$ cat src/rtl/sram_port_arbiter_if.sv
// Bus bundle between the fetch/data requesters, the arbiter and a single-port SRAM.
// The arbiter uses the slave modport; the requester/SRAM side uses the master modport.
interface sram_port_arbiter_if;
  logic        inst_req;
  logic [31:0] inst_addr;
  logic        inst_addr_ok;
  logic        inst_data_ok;
  logic [31:0] inst_rdata;

  logic        data_req;
  logic        data_we;
  logic [31:0] data_addr;
  logic [31:0] data_wdata;
  logic        data_addr_ok;
  logic        data_data_ok;
  logic [31:0] data_rdata;

  logic        sram_en;
  logic        sram_we;
  logic [31:0] sram_addr;
  logic [31:0] sram_wdata;
  logic [31:0] sram_rdata;

  modport slave (
    input  inst_req, inst_addr, data_req, data_we, data_addr, data_wdata, sram_rdata,
    output inst_addr_ok, inst_data_ok, inst_rdata,
    output data_addr_ok, data_data_ok, data_rdata,
    output sram_en, sram_we, sram_addr, sram_wdata
  );

  modport master (
    output inst_req, inst_addr, data_req, data_we, data_addr, data_wdata, sram_rdata,
    input  inst_addr_ok, inst_data_ok, inst_rdata,
    input  data_addr_ok, data_data_ok, data_rdata,
    input  sram_en, sram_we, sram_addr, sram_wdata
  );
endinterface

$ cat src/rtl/sram_port_arbiter.sv
// Round-robin arbiter sharing one SRAM between an instruction-fetch port and a data port.
// Requests are accepted combinationally; responses follow exactly one cycle later.
module sram_port_arbiter (
  input  logic                    clk,
  input  logic                    resetn,
  sram_port_arbiter_if.slave      bus,
  output logic [15:0]             inst_cnt,
  output logic [15:0]             data_cnt
);

  typedef enum logic {IDLE = 1'b0, RESP = 1'b1} state_t;
  typedef enum logic {PORT_INST = 1'b0, PORT_DATA = 1'b1} port_t;

  state_t      state_q;
  port_t       resp_port_q;
  port_t       last_grant_q;
  logic        resp_is_write_q;
  logic [15:0] inst_cnt_q, inst_cnt_d;
  logic [15:0] data_cnt_q, data_cnt_d;

  logic grant_inst, grant_data, accept;
  logic resp_valid, inst_ok, data_ok;

  // Grants are masked during reset so nothing leaks onto the SRAM bus.
  always_comb begin
    grant_inst = 1'b0;
    grant_data = 1'b0;
    if (resetn) begin
      if (bus.inst_req && bus.data_req) begin
        grant_inst = (last_grant_q == PORT_DATA);
        grant_data = (last_grant_q == PORT_INST);
      end else begin
        grant_inst = bus.inst_req;
        grant_data = bus.data_req;
      end
    end
  end

  assign accept = grant_inst | grant_data;

  always_comb begin
    bus.sram_en    = 1'b0;
    bus.sram_we    = 1'b0;
    bus.sram_addr  = 32'h0;
    bus.sram_wdata = 32'h0;
    if (grant_inst) begin
      bus.sram_en   = 1'b1;
      bus.sram_addr = bus.inst_addr;
    end else if (grant_data) begin
      bus.sram_en    = 1'b1;
      bus.sram_we    = bus.data_we;
      bus.sram_addr  = bus.data_addr;
      bus.sram_wdata = bus.data_wdata;
    end
  end

  assign bus.inst_addr_ok = grant_inst;
  assign bus.data_addr_ok = grant_data;

  assign inst_cnt_d = (grant_inst && inst_cnt_q != 16'hFFFF) ? inst_cnt_q + 16'd1 : inst_cnt_q;
  assign data_cnt_d = (grant_data && data_cnt_q != 16'hFFFF) ? data_cnt_q + 16'd1 : data_cnt_q;

  // RESP lasts one cycle per accept; a fresh accept keeps it there for back-to-back traffic.
  always_ff @(posedge clk or negedge resetn) begin
    if (!resetn) begin
      state_q         <= IDLE;
      resp_port_q     <= PORT_INST;
      resp_is_write_q <= 1'b0;
      last_grant_q    <= PORT_DATA;
      inst_cnt_q      <= 16'h0;
      data_cnt_q      <= 16'h0;
    end else begin
      state_q    <= accept ? RESP : IDLE;
      inst_cnt_q <= inst_cnt_d;
      data_cnt_q <= data_cnt_d;
      if (accept) begin
        resp_port_q     <= grant_data ? PORT_DATA : PORT_INST;
        last_grant_q    <= grant_data ? PORT_DATA : PORT_INST;
        resp_is_write_q <= grant_data & bus.data_we;
      end
    end
  end

  assign resp_valid = (state_q == RESP);
  assign inst_ok    = resp_valid && (resp_port_q == PORT_INST);
  assign data_ok    = resp_valid && (resp_port_q == PORT_DATA);

  assign bus.inst_data_ok = inst_ok;
  assign bus.data_data_ok = data_ok;
  assign bus.inst_rdata   = inst_ok ? bus.sram_rdata : 32'h0;
  assign bus.data_rdata   = (data_ok && !resp_is_write_q) ? bus.sram_rdata : 32'h0;

  assign inst_cnt = inst_cnt_q;
  assign data_cnt = data_cnt_q;

endmodule
$ cat src/flat_wrapper.sv
// flat-port wrapper written by rule: the top's interface ports become plain ports
module sram_port_arbiter_flat 
  (clk, resetn, inst_cnt, data_cnt, bus_inst_req, bus_inst_addr, bus_data_req, bus_data_we, bus_data_addr, bus_data_wdata, bus_sram_rdata, bus_inst_addr_ok, bus_inst_data_ok, bus_inst_rdata, bus_data_addr_ok, bus_data_data_ok, bus_data_rdata, bus_sram_en, bus_sram_we, bus_sram_addr, bus_sram_wdata);
  sram_port_arbiter_if bus_i ();
  input  logic clk;
  input  logic resetn;
  output logic [15:0] inst_cnt;
  output logic [15:0] data_cnt;
  input wire logic [$bits(bus_i.inst_req)-1:0] bus_inst_req;
  input wire logic [$bits(bus_i.inst_addr)-1:0] bus_inst_addr;
  input wire logic [$bits(bus_i.data_req)-1:0] bus_data_req;
  input wire logic [$bits(bus_i.data_we)-1:0] bus_data_we;
  input wire logic [$bits(bus_i.data_addr)-1:0] bus_data_addr;
  input wire logic [$bits(bus_i.data_wdata)-1:0] bus_data_wdata;
  input wire logic [$bits(bus_i.sram_rdata)-1:0] bus_sram_rdata;
  output wire logic [$bits(bus_i.inst_addr_ok)-1:0] bus_inst_addr_ok;
  output wire logic [$bits(bus_i.inst_data_ok)-1:0] bus_inst_data_ok;
  output wire logic [$bits(bus_i.inst_rdata)-1:0] bus_inst_rdata;
  output wire logic [$bits(bus_i.data_addr_ok)-1:0] bus_data_addr_ok;
  output wire logic [$bits(bus_i.data_data_ok)-1:0] bus_data_data_ok;
  output wire logic [$bits(bus_i.data_rdata)-1:0] bus_data_rdata;
  output wire logic [$bits(bus_i.sram_en)-1:0] bus_sram_en;
  output wire logic [$bits(bus_i.sram_we)-1:0] bus_sram_we;
  output wire logic [$bits(bus_i.sram_addr)-1:0] bus_sram_addr;
  output wire logic [$bits(bus_i.sram_wdata)-1:0] bus_sram_wdata;
  assign bus_i.inst_req = bus_inst_req;
  assign bus_i.inst_addr = bus_inst_addr;
  assign bus_i.data_req = bus_data_req;
  assign bus_i.data_we = bus_data_we;
  assign bus_i.data_addr = bus_data_addr;
  assign bus_i.data_wdata = bus_data_wdata;
  assign bus_i.sram_rdata = bus_sram_rdata;
  assign bus_inst_addr_ok = bus_i.inst_addr_ok;
  assign bus_inst_data_ok = bus_i.inst_data_ok;
  assign bus_inst_rdata = bus_i.inst_rdata;
  assign bus_data_addr_ok = bus_i.data_addr_ok;
  assign bus_data_data_ok = bus_i.data_data_ok;
  assign bus_data_rdata = bus_i.data_rdata;
  assign bus_sram_en = bus_i.sram_en;
  assign bus_sram_we = bus_i.sram_we;
  assign bus_sram_addr = bus_i.sram_addr;
  assign bus_sram_wdata = bus_i.sram_wdata;
  sram_port_arbiter u_core (.clk(clk), .resetn(resetn), .bus(bus_i), .inst_cnt(inst_cnt), .data_cnt(data_cnt));
endmodule
$ cat config.mk
export PLATFORM = sky130hd
export DESIGN_NAME = sram_port_arbiter_flat
export DESIGN_NICKNAME = d
export VERILOG_FILES = /design/src/rtl/sram_port_arbiter_if.sv /design/src/rtl/sram_port_arbiter.sv /design/src/flat_wrapper.sv
export SDC_FILE = /design/constraint.sdc
export NUM_CORES = 1
export LEC_CHECK = 0
export ABC_AREA = 1
export ABC_CLOCK_PERIOD_IN_PS = 2000
export CORE_AREA = 2 2 117 119
export DETAILED_ROUTE_END_ITERATION = 10
export DIE_AREA = 0 0 119 121
export PLACE_DENSITY = 0.63
export REMOVE_ABC_BUFFERS = 1
export SLEW_MARGIN = 20
export SYNTH_ARGS = -nofsm -noshare
export SYNTH_HDL_FRONTEND = slang
export SYNTH_SLANG_ARGS = --single-unit
$ cat constraint.sdc
create_clock -name clk -period 2 [get_ports clk]
set_clock_uncertainty 0.2 [all_clocks]
set_input_delay 0.4 -clock clk [delete_from_list [all_inputs] [get_ports clk]]
set_output_delay 0.4 -clock clk [all_outputs]
set_load 0.01 [all_outputs]
# After elaboration in Yosys (flattened, before gate mapping)

Cells that the tools add are included.

Register bits: 36
Bits of input ports: 133
Output and inout port bits: 166

Reductions and logical operators: 7
Bitwise operators: 4
Equality and inequality tests: 2
$add $sub $neg: 2
Multiplexer cells: 15

Operators by type and width:

| cell                                                             | number |
|---|---|
| 32-bit 2-to-1 mux                                                | 6 |
| 16-bit by 1-bit adder with 16-bit output (second input constant) | 2 |
| 16-bit != test (second input constant)                           | 2 |
| 1-bit 2-to-1 mux                                                 | 9 |
| 1-bit logical AND                                                | 6 |
| 1-bit inverter                                                   | 2 |
| 1-bit AND                                                        | 1 |
| 1-bit logical NOT                                                | 1 |
| 1-bit bitwise OR                                                 | 1 |

# Logic depth before layout (Yosys ltp)

Depth after elaboration: 5
Gate-level depth with buffers: 9

# Least setup slack after synthesis

No wires, ideal clock.

Path type: register -> output
From: register u_core.last_grant_q
To: output port bus_sram_addr[12]
Slack: 129 ps
Data arrival time: 1271 ps
Data required time: 1400 ps
Path buffers: 1
Cell stages (with the launch flop): 6
Path through: dfstp_2 -> nand2_1 -> nand3_2 -> clkinv_1 -> clkbuf_1 -> a22o_1

Longest elaborated chain between the ends: 5
Elaborated cells between the ends (all ways): 7

RTL lines:

| element                  | line                    | RTL |
|---|---|---|
| start: declaration       | sram_port_arbiter.sv:16 | `port_t last_grant_q;` |
| start signal: assignment | sram_port_arbiter.sv:78 | `last_grant_q <= grant_data ? PORT_DATA : PORT_INST;` |
| 1-bit inverter           | sram_port_arbiter.sv:31 | `grant_data = (last_grant_q == PORT_INST);` |
| 1-bit 2-to-1 mux         | sram_port_arbiter.sv:29 | `if (bus.inst_req && bus.data_req) begin` |
| 1-bit 2-to-1 mux         | sram_port_arbiter.sv:28 | `if (resetn) begin` |
| 32-bit 2-to-1 mux        | sram_port_arbiter.sv:49 | `end else if (grant_data) begin` |
| 32-bit 2-to-1 mux *      | sram_port_arbiter.sv:46 | `if (grant_inst) begin` |
| end: declaration         | flat_wrapper.sv:24      | `output wire logic [$bits(bus_i.sram_addr)-1:0] bus_sram_addr;` |

Every way passes the cells marked *; elsewhere a longest branch is shown, timed or not.

# Final worst setup path

From: register u_core.last_grant_q
To: output port bus_sram_addr[3]

The elaborated chain is that of the path after synthesis.

==> flow_summary.ini <==
[status]
status = finished, violations left
failed_checks = setup timing

[sta]
fmaxAchievable_mhz = 452
max-slew-margin-rel_pct = 67.9
finalHoldViolations = 0
worst_slack_ns = -0.211
finalSetupTns_ns = -9.98
hold_slack_ns = 0.0674
drv_slew = 0
fin_crit_ns = 2.21
period_share_pct = 111
worst_slew_pin_slew_ns = 0.482
finalSetupViolations = 67
grt_setup_unrepaired = yes

[worst_setup_path]
arrival_ns = 1.61
cp-start-kind = flop
critPathRequiredTime_ns = 1.40
r2r_start = u_core.last_grant_q$_DFFE_PN1P_
path_cells = nand2_2 > nand3_4 > clkinv_4 > buf_12 > a22o_1 > buf_2
max_stage_delay_ns = 0.54
critPathLaunch = u_core.last_grant_q$_DFFE_PN1P_
cp-end-kind = output port
crit_type = flop to output port
cp_max_fo = 17
setup.worst_path.end = bus_sram_addr[3]
r2r-end = u_core.data_cnt[7]$_DFFE_PN0P_
cpMaxStageDelayCell = dfstp_2
rr_worst_depth = 9
r2r_slack_ns = 0.11

[cts]
ctsHoldBuffers = 0
cts.sinks = 36
clk_pin_slew_ns = 0.06
cts_buffers = 5
cts_tree = built
cts_buffer_depth = 2
clk_latency_ns = 0.28
ctsRootBufferMaster = clkbuf_16
htreeDepth = 2

[placed_design]
dp.cells = 1008
place_hpwl_um = 15100
gp_congestion = 0.892
dp_slack_ns = -0.701
portBuffers = 298

[floorplan]
die_area_um2 = 14400
initial_utilization_pct = 24.2
die_h_um = 121
rows = 42
core_area_um2 = 13100
die_x_um = 119
ioPinCount = 299

[pwr]
power_density_nw_per_um2 = 546
p_leak_nw = 3.47
ir_drop_uv = 354

[logic_synthesis]
ys_seq_area_share_pct = 28.5
synth_top_family_by_area = simple AND/OR/NAND/NOR gates
synth-compound-area-share_pct = 12.8
ys.warnings.count = 0
post_synth_num_cell_types = 27
synthesis.area_um2 = 3170
ys_ff_latch = 36
synth_mux_area_share_pct = 0
yosys.area_share.adder_pct = 0.791
avgSynthCellArea_um2 = 6.04
postSynthCellCount = 524
synth_enable_flop_cells = 0
synth-xor-area-share_pct = 2.21
synth_ff_type = dfrtp_1
synthArstFlopShare_pct = 100
yosys.area_share.simple_pct = 40.6

[route]
post_drt_via_cell_ratio = 4.54
num_vias = 4735
wl_per_cell_um = 18.2
wl_um = 18900
drt-pass1-iter-count = 5
drc = 0
drt-initial-drc-count = 247
drtAntennaViolNets = 0

[layout]
stdcell_count = 1043
final_common_cell = clkdlybuf4s50_1
synthToLayoutAreaGrowth_pct = 117
fin_nets = 999
fill_cells = 1291
layout_common_cells = clkdlybuf4s50_1, nand2_1, nor2_1, inv_1, buf_2
layout-drive-gt1-share_pct = 27.6

[global_routing]
overflow = 0
grt_pass1_wl_um = 27300
antenna_found_initial = 10
grt_pass1_vias = 4607
grt_max_degree = 37
grt_util_all_layers_pct = 24.8

[worst_hold_path]
hold_class = input port to async pin

[flow_run]
drv_cap = 0
## per-layer routing
metal / global-route usage (%) / vias up / share of wire [%]
met2: 37.2 / 244 / 43
met1: 31.8 / 2158 / 42
met4: 4.24 / 14 / 1.6
li1: - / 2281 / -
met5: 0 / - / 0.44
met3: 13.2 / 38 / 13
## cell usage after synthesis, drive strengths merged (2+ instances only)
master | number | area share (%)
clkbuf | 8 | 0.95
dfrtp | 35 | 28
xnor2 | 6 | 1.7
nand3b | 4 | 0.95
nand4 | 11 | 2.2
buf | 10 | 2.0
nand2 | 133 | 16
a22o | 32 | 8.9
o21ai | 20 | 3.8
ha | 2 | 0.79
inv | 102 | 12
xor2 | 2 | 0.55
nand3 | 18 | 3.2
nor2 | 136 | 17
## worst min path at each step
stage,startpoint,to,slack (ns),cells past startpoint
floorplan,resetn,u_core.data_cnt[0]$_DFFE_PN0P_,-0.1,0
global placement,u_core.resp_is_write_q$_DFFE_PN0P_,u_core.resp_is_write_q$_DFFE_PN0P_,0.31,2
detailed placement,u_core.resp_is_write_q$_DFFE_PN0P_,u_core.resp_is_write_q$_DFFE_PN0P_,0.32,2
CTS,resetn,u_core.data_cnt[12]$_DFFE_PN0P_,0.10,2
global route,resetn,u_core.data_cnt[7]$_DFFE_PN0P_,0.12,2
finish,resetn,u_core.data_cnt[11]$_DFFE_PN0P_,0.07,2
## through the flow
step	power (mW)	util (%)	area, µm²
floorplan	1.64	-	3070
global placement	2.76	49.8	6520
detailed placement	2.79	49.8	6520
CTS	3.71	51.5	6730
global route	3.98	52.6	6880
finish	3.76	52.6	6880
## cell families (layout without fill, tap and decap cells)
logic type               Yosys count  count (layout)
other                              0               2
AND/OR/NAND/NOR                  304             304
flip-flops                        36              36
adder cells (fa/ha/maj)            2               2
AO/OA/AOI/OAI                     53              53
buffers and inverters            121             462
XOR/XNOR                           8               8
## critical path: cells and delay by family (launching register included)
kind,cells,cell delay [ns]
AO/OA/AOI/OAI,1,0.22
buffers and inverters,3,0.39
flip-flops,1,0.54
AND/OR/NAND/NOR,2,0.17
## registers in the layout, summed over array words and instances, names as in the netlist
signal                  count
u_core.last_grant_q         1
u_core.resp_is_write_q      1
u_core.data_cnt            16
u_core.inst_cnt            16
u_core.resp_valid           1
u_core.resp_port_q          1
## power breakdown
part,switching (mW),total [mW],internal (mW),leakage [nW]
Sequential,0.180,1.04,0.858,0.475
Clock,0.324,0.910,0.586,0.0798
Combinational,0.832,1.81,0.982,2.91
## repair_timing
action | CTS | global route
setup buffers | 14 | 10
endpoints found under the setup margin | 137 | 135
cloned | 4 | 1
pin swaps | 2 | 6
resized for setup | 434 | 142
## cell type report
class | instances | area, µm² | area share [%]
Antenna cell | 2 | 5.00 | 0.0727
Clock buffer | 5 | 125 | 1.82
Clock inverter | 3 | 42.5 | 0.618
Inverter | 103 | 397 | 5.76
Multi-Input combinational cell | 367 | 1980 | 28.8
Sequential cell | 36 | 903 | 13.1
Tap cell | 176 | 220 | 3.20
Timing Repair Buffer | 351 | 3210 | 46.6
Note: power is estimated with default switching activity, not from simulation.
